--- src/rtl/mix_columns_iter.sv ---
// mix_columns_iter
// ----------------
// Iterative, handshaked AES MixColumns engine. One 128-bit state is accepted,
// COLS_PER_CYCLE columns are transformed in place per clock, and the result is
// held until the consumer takes it. INV=1 selects InvMixColumns (decrypt
// direction), INV=0 the forward matrix (used for loopback checking).
//
// Ports:
//   clk        rising-edge clock
//   rst        asynchronous reset, active-high
//   in_valid   in_data is valid
//   in_ready   engine is IDLE and can accept a state
//   in_data    [0:127] state; column c = in_data[c*32 +: 32], byte 0 leftmost
//   out_valid  out_data holds a completed result (state DONE)
//   out_ready  consumer accepts out_data
//   out_data   [0:127] transformed state, same packing as in_data
//   busy       high while columns are being transformed (state BUSY)

module mix_columns_iter #(
  parameter int INV            = 1,
  parameter int COLS_PER_CYCLE = 1
) (
  input  logic         clk,
  input  logic         rst,
  input  logic         in_valid,
  output logic         in_ready,
  input  logic [0:127] in_data,
  output logic         out_valid,
  input  logic         out_ready,
  output logic [0:127] out_data,
  output logic         busy
);

  // Only 1, 2 and 4 columns per cycle tile the 4-column state evenly.
  if (!((COLS_PER_CYCLE == 1) || (COLS_PER_CYCLE == 2) || (COLS_PER_CYCLE == 4))) begin : g_bad_cols
    $error("mix_columns_iter: COLS_PER_CYCLE must be 1, 2 or 4");
  end

  typedef enum logic [1:0] {
    IDLE = 2'd0,
    BUSY = 2'd1,
    DONE = 2'd2
  } state_t;

  state_t       state_r;
  logic [0:127] data_r;
  logic [0:127] next_data_s;
  logic [1:0]   col_r;
  logic [1:0]   idx_s;
  logic         last_s;
  logic         in_ready_r;
  logic         out_valid_r;
  logic         busy_r;

  // Multiply by x in GF(2^8), reduction polynomial 0x11B.
  function automatic logic [7:0] xtime(input logic [7:0] a);
    return {a[6:0], 1'b0} ^ (a[7] ? 8'h1b : 8'h00);
  endfunction

  // Multiply by one of the fixed matrix coefficients using an xtime chain.
  function automatic logic [7:0] gf_mul_const(input logic [7:0] a, input logic [7:0] m);
    logic [7:0] x2;
    logic [7:0] x4;
    logic [7:0] x8;
    logic [7:0] r;
    x2 = xtime(a);
    x4 = xtime(x2);
    x8 = xtime(x4);
    case (m)
      8'h01:   r = a;
      8'h02:   r = x2;
      8'h03:   r = x2 ^ a;
      8'h09:   r = x8 ^ a;
      8'h0b:   r = x8 ^ x2 ^ a;
      8'h0d:   r = x8 ^ x4 ^ a;
      8'h0e:   r = x8 ^ x4 ^ x2;
      default: r = 8'h00;
    endcase
    return r;
  endfunction

  // First-row coefficient d positions to the right; the matrix is circulant.
  function automatic logic [7:0] coef(input int d);
    logic [7:0] r;
    case (d)
      0:       r = (INV != 0) ? 8'h0e : 8'h02;
      1:       r = (INV != 0) ? 8'h0b : 8'h03;
      2:       r = (INV != 0) ? 8'h0d : 8'h01;
      3:       r = (INV != 0) ? 8'h09 : 8'h01;
      default: r = 8'h00;
    endcase
    return r;
  endfunction

  // M * column; byte 0 of the column is its most significant byte.
  function automatic logic [31:0] mix_col(input logic [31:0] col);
    logic [7:0]  b [4];
    logic [7:0]  acc;
    logic [31:0] res;
    res = 32'h0;
    for (int k = 0; k < 4; k++) begin
      b[k] = col[31-8*k -: 8];
    end
    for (int r = 0; r < 4; r++) begin
      acc = 8'h00;
      for (int k = 0; k < 4; k++) begin
        acc = acc ^ gf_mul_const(b[k], coef((k - r + 4) % 4));
      end
      res[31-8*r -: 8] = acc;
    end
    return res;
  endfunction

  // Transform the column window starting at col_r; other columns pass through.
  always_comb begin
    next_data_s = data_r;
    idx_s       = col_r;
    for (int k = 0; k < COLS_PER_CYCLE; k++) begin
      idx_s = col_r + 2'(k);
      next_data_s[{idx_s, 5'b00000} +: 32] = mix_col(data_r[{idx_s, 5'b00000} +: 32]);
    end
  end

  // The window that ends on column 3 is the last one of the block.
  always_comb begin
    last_s = ((col_r + 2'(COLS_PER_CYCLE - 1)) == 2'd3);
  end

  // Control FSM with registered handshake/status outputs and the state register.
  always_ff @(posedge clk or posedge rst) begin
    if (rst) begin
      state_r     <= IDLE;
      data_r      <= 128'h0;
      col_r       <= 2'd0;
      in_ready_r  <= 1'b1;
      out_valid_r <= 1'b0;
      busy_r      <= 1'b0;
    end else begin
      case (state_r)
        IDLE: begin
          if (in_valid) begin
            data_r     <= in_data;
            col_r      <= 2'd0;
            state_r    <= BUSY;
            in_ready_r <= 1'b0;
            busy_r     <= 1'b1;
          end
        end
        BUSY: begin
          data_r <= next_data_s;
          col_r  <= col_r + 2'(COLS_PER_CYCLE);
          if (last_s) begin
            state_r     <= DONE;
            busy_r      <= 1'b0;
            out_valid_r <= 1'b1;
          end
        end
        DONE: begin
          if (out_ready) begin
            state_r     <= IDLE;
            out_valid_r <= 1'b0;
            in_ready_r  <= 1'b1;
          end
        end
        default: begin
          state_r     <= IDLE;
          col_r       <= 2'd0;
          in_ready_r  <= 1'b1;
          out_valid_r <= 1'b0;
          busy_r      <= 1'b0;
        end
      endcase
    end
  end

  assign in_ready  = in_ready_r;
  assign out_valid = out_valid_r;
  assign busy      = busy_r;
  assign out_data  = data_r;

endmodule

--- config.mk ---
export PLATFORM = sky130hd
export DESIGN_NAME = mix_columns_iter
export DESIGN_NICKNAME = d
export VERILOG_FILES = /design/src/rtl/mix_columns_iter.sv
export SDC_FILE = /design/constraint.sdc
export NUM_CORES = 1
export LEC_CHECK = 0
export BUFFER_PORTS_ARGS = -buffer_cell sky130_fd_sc_hd__buf_2
export CAP_MARGIN = 20
export CORE_ASPECT_RATIO = 0.5
export CORE_MARGIN = 2
export CORE_UTILIZATION = 54
export CTS_BUF_LIST = sky130_fd_sc_hd__clkbuf_8
export DETAILED_ROUTE_END_ITERATION = 16
export PLACE_DENSITY = 0.81
export SLEW_MARGIN = 25
export SYNTH_ARGS = -nofsm -noshare
export SYNTH_HDL_FRONTEND = slang
export SYNTH_SLANG_ARGS = --single-unit
--- constraint.sdc ---
create_clock -name clk -period 4.7 [get_ports clk]
set_input_delay 0 -clock clk [delete_from_list [all_inputs] [get_ports clk]]
set_output_delay 0 -clock clk [all_outputs]
set_load 0.02 [all_outputs]
**Word level (Yosys, flattened, before mapping)**

Index checks and enable logic that the tools add are counted.

- Register bits: 135
- Output and inout bits: 131
- Word-level logic and storage cells: 107

- Add/subtract/negate cells: 2
- Equality and inequality tests: 6
- Shift operators: 3
- Mux-type cells: 30
- Bitwise logic cells: 52
- Reductions and logical operators: 8

Operators by type and width:

| cell | number |
|---|---|
| 8-bit XOR | 39 |
| 128-bit one-hot mux with 2 select lines | 1 |
| 129-bit by 9-bit variable shift with 128-bit output, first input constant | 1 |
| 128-bit by 8-bit indexed part select with 129-bit output | 1 |
| 129-bit by 9-bit indexed part select with 128-bit output | 1 |
| 128-bit bitwise mux | 1 |
| 128-bit 2-to-1 mux | 1 |
| 8-bit by 5-bit XOR with 8-bit output | 9 |
| 5-bit 2-to-1 mux | 12 |
| 2-bit one-hot mux with 3 select lines | 2 |
| 3-bit AND reduction | 4 |
| 8-bit negator with 9-bit output | 1 |
| 1-bit one-hot mux with 3 select lines | 3 |
| 2-bit 2-to-1 mux | 4 |
| 7-bit NOT with 8-bit output | 1 |
| 1-bit 2-to-1 mux | 6 |
| 2-bit != test, second input constant | 3 |
| 2-bit equality test, second input constant | 2 |
| 2-bit AND reduction | 2 |
| 1-bit NOT | 3 |
| 2-bit by 1-bit adder with 2-bit output, second input constant | 1 |
| 2-bit by 1-bit equality test with 1-bit output, second input constant | 1 |
| 2-bit logical NOT | 1 |
| 2-bit nonzero test | 1 |

**Longest topological paths before layout**

- Depth after elaboration: 16
- Mapped depth: 12
- Depth with buffers taken out: 7

**Least setup slack after synthesis**

Ideal clock, no wire load.

- Kind: register to register
- Start point: register col_r[0]
- End point: register data_r (netlist bit out_data[43])
- Data arrival time: 2.961 ns
- Data required time: 4.563 ns
- Setup slack: 1.602 ns
- Stages on the path, launching flop included: 9
- Buffers on the path: 1
- Clock period less this slack: 3.098 ns
- Cells stage by stage: dfrtp_1 -> buf_6 -> mux4_2 -> xor2_2 -> xnor3_1 -> xnor3_2 -> xnor3_2 -> a22oi_1 -> a21oi_1

- Cells in the longest elaborated chain, start to end: 14

RTL lines:

| item | RTL line | text |
|---|---|---|
| from (decl) | 48 | `logic [1:0] col_r;` |
| from (signal assigned) | 151 | `col_r <= col_r + 2'(COLS_PER_CYCLE);` |
| 7-bit NOT with 8-bit output (implied by the code) * | 120 | `next_data_s[{idx_s, 5'b00000} +: 32] = mix_col(data_r[{idx_s, 5'b00000} +: 32]);` |
| 128-bit by 8-bit indexed part select with 129-bit output | 120 |  |
| 8-bit by 5-bit XOR with 8-bit output or 5-bit 2-to-1 mux (tied branches) (2 in series) | 57 | `return {a[6:0], 1'b0} ^ (a[7] ? 8'h1b : 8'h00);` |
| 5-bit 2-to-1 mux or 8-bit by 5-bit XOR with 8-bit output (tied branches) | 57 |  |
| 8-bit XOR or 8-bit by 5-bit XOR with 8-bit output (tied branches) | 57 |  |
| 8-bit XOR | -- |  |
| 8-bit XOR (on tied branches) | -- |  |
| 8-bit XOR (3 in series) | 107 | `acc = acc ^ gf_mul_const(b[k], coef((k - r + 4) % 4));` |
| 129-bit by 9-bit indexed part select with 128-bit output | 120 |  |
| 128-bit bitwise mux * | 120 |  |
| 128-bit one-hot mux with 2 select lines * | 139 | `case (state_r)` |
| to (signal assigned) | 142 | `data_r <= in_data;` |
| to (signal assigned) | 150 | `data_r <= next_data_s;` |
| to (decl) | 46 | `logic [0:127] data_r;` |

Every way passes the cells marked *; elsewhere a longest branch is shown, timed or not.
A chain may end at the register's enable or synchronous reset.

**Final worst setup path**

- Start point: register col_r[1]
- End point: register data_r (netlist bit out_data[36])

Same word-level chain as after synthesis.

==> results.sh <==
export IMPL_grt_first_pass_wirelength_um=49100
export IMPL_cts_tree="built"
export IMPL_die_x_um=187
export IMPL_gp_congestion=1.02
export IMPL_start_kind="flop"
export IMPL_fin_tns_setup_ns=0
export IMPL_num_rows=33
export IMPL_io_pin_count=263
export IMPL_initial_core_util_pct=55.1
export IMPL_min_period_over_period_pct=84.4
export IMPL_post_cts_setup_buffers=0
export IMPL_vias=8867
export IMPL_async_flop_share_pct=100
export IMPL_place_area_mm2=0.0104
export IMPL_slew_viol_final=0
export IMPL_slowest_stage="dfrtp_2"
export IMPL_detail_route_wirelength_um=32500
export IMPL_wl_per_cell_um=22.2
export IMPL_synth_area_mm2=0.00901
export IMPL_ys_warn_count=0
export IMPL_crit_type="reg -> reg"
export IMPL_cts_sinks=135
export IMPL_seq_area_frac_synth_pct=37.5
export IMPL_clock_root_buffer="clkbuf_8"
export IMPL_setup_ws_ns=0.733
export IMPL_synth_nets=1000
export IMPL_design_die_area_mm2=0.0178
export IMPL_pre_cts_ws_ns=0.801
export IMPL_ys_types=38
export IMPL_coreArea_mm2=0.0164
export IMPL_drive_gt1_share_pct=29.6
export IMPL_finalSetupViolCount=0
export IMPL_drv_cap=0
export IMPL_grt_pass1_vias=8377
export IMPL_max_freq_mhz=252
export IMPL_drt_iter0_markers=1034
export IMPL_crit_chain="mux4_1 > xor3_1 > xnor3_1 > xnor3_2 > xnor2_2 > a22oi_1 > a21oi_1"
export IMPL_tightestPinTransition_ns=1.04
export IMPL_stdcell_area_mm2=0.0122
export IMPL_max_slew_margin_pct=30.5
export IMPL_antenna_found_initial=0
export IMPL_vias_per_cell=6.06
export IMPL_reg2reg_depth=7
export IMPL_clk_latency_ns=0.47
export IMPL_detail_route_antenna_nets=0
export IMPL_path_clk_slew_ns=0.09
export IMPL_synth_edf_count=0
export IMPL_grt_overflow_total=0
export IMPL_cp_required_ns=5.10
export IMPL_slowest_delay_ns=1.00
export IMPL_cts_buffers=17
export IMPL_arrival_ns=4.36
export IMPL_syn_instance_count=864
export IMPL_portBuffers=262
export IMPL_firstDrtPassIters=6
export IMPL_die_h_um=95.3
export IMPL_skew_ns=0.0194
export IMPL_holdWs_ns=0.237
export IMPL_synth_ff_type="dfrtp_1"
export IMPL_post_route_min_period_ns=3.97
export IMPL_hold_class="in -> async"
export IMPL_dpl_hpwl_um=22500
export IMPL_num_antenna_cells=0
export IMPL_ys_ff_latch=135
export IMPL_grt_max_degree=87
export IMPL_hold_viol_final=0
export IMPL_drc=0
export IMPL_cp_end_kind="flop"
export IMPL_reg2reg_slack_ns=0.73
export IMPL_area_delta_synth_final_pct=35.3
export IMPL_status="completed"
export IMPL_grt_setup_unrepaired="no"
export IMPL_fin_nets=1358
export IMPL_crit_fanout=29
export IMPL_clk_path_buf_depth=2
export IMPL_cts_htree_levels=4
export IMPL_grt_usage_pct=36.9
export IMPL_post_synth_cell_area_avg_um2=10.4
-- worst paths after layout --
| path | start | to |
|---|---|---|
| min in group clk | in_data[108] | out_data[108] |
| max in group asynchronous | rst | out_data[101] |
| max reg2reg | col_r[1] | out_data[36] |
| min | rst | out_data[119] |
| min reg2reg | busy | busy |
| max | col_r[1] | out_data[36] |
-- area by class of cell --
cell class                 instances  area [µm²]
timing repair buffer             411        2760
clock buffer                      19         262
clock inverter                    13         179
inverter                           3        16.3
fill                            1105        4160
tap                              227         284
multi-input combinational        654        5310
sequential                       135        3380
-- metrics by stage --
| step | util (%) | std cells |
|---|---|---|
| global placement | 63.8 | 1299 |
| global route | 74.5 | 1462 |
| detailed placement | 63.8 | 1299 |
| finish | 74.5 | 1462 |
| floorplan | - | 864 |
| CTS | 74.5 | 1462 |
-- worst max-delay path: cells and delay by family (launching register included) --
family	cells	cell delay (ns)
xor+xnor	4	1.77
flops	1	1.00
mux	1	0.82
compound gates	2	0.31
-- cells by family after synthesis --
| logic type | after synthesis | synth area share [%] |
|---|---|---|
| adder cells (fa/ha/maj) | 4 | 0.556 |
| multiplexers | 32 | 8.04 |
| AO/OA/AOI/OAI | 258 | 18.1 |
| XOR/XNOR | 183 | 23.7 |
| AND/OR/NAND/NOR | 177 | 7.92 |
| buffers and inverters | 75 | 4.21 |
| flip-flops | 135 | 37.5 |
-- layer usage --
| metal | routed length [µm] | track usage, % | share of wire (%) | up-vias |
|---|---|---|---|---|
| met3 | 3990 | 8.87 | 12 | 95 |
| met2 | 14200 | 56.6 | 44 | 727 |
| met5 | 0 | 0 | 0 | - |
| li1 | - | - | - | 3794 |
| met1 | 13500 | 52.9 | 42 | 4251 |
| met4 | 846 | 10.3 | 2.6 | 0 |
-- cells in the mapped netlist (4+ instances only) --
cell type / n / area, µm²
a31oi_1: 10 / 62.6
dfrtp_1: 134 / 3350
xor2_1: 39 / 342
clkbuf_1: 46 / 173
buf_6: 6 / 67.6
buf_2: 12 / 60.1
nor2_1: 131 / 492
a21oi_1: 117 / 586
xnor2_1: 103 / 902
xnor2_2: 5 / 81.3
mux4_2: 31 / 698
a2bb2oi_1: 4 / 35.0
o211ai_1: 6 / 45.0
xnor3_2: 4 / 95.1
xnor3_1: 23 / 518
o21ai_0: 4 / 20.0
o21a_1: 6 / 45.0
buf_4: 5 / 37.5
nand2b_1: 13 / 81.3
nand2_1: 25 / 93.8
xor3_1: 4 / 95.1
ha_1: 4 / 50.1
a22oi_1: 108 / 811
-- flip-flops by register name (all words and copies together), names as in the netlist --
signal and flops:
out_valid 1, col_r 2, out_data 128, in_ready 1, state_r 2, busy 1
-- cells in the final DEF, fill, tap and decap left out, types with 23 or more instances in the layout --
master / Yosys / layout
dlygate4sd3_1: 0 / 131
nor2_1: 131 / 131
nand2_1: 25 / 25
xnor3_1: 23 / 23
dfrtp_1: 134 / 132
xnor2_1: 103 / 103
a22oi_1: 108 / 108
buf_2: 12 / 262
mux4_2: 31 / 31
a21oi_1: 117 / 113
xor2_1: 39 / 39
-- repair_timing --
action / CTS / global route
hold buffers: 131 / 0
gates resized for setup: 0 / 0
hold endpoints to repair: 217 / 0
Power is not shown: default switching activity piles up to over one toggle a cycle in this logic, so the estimate is an artifact.
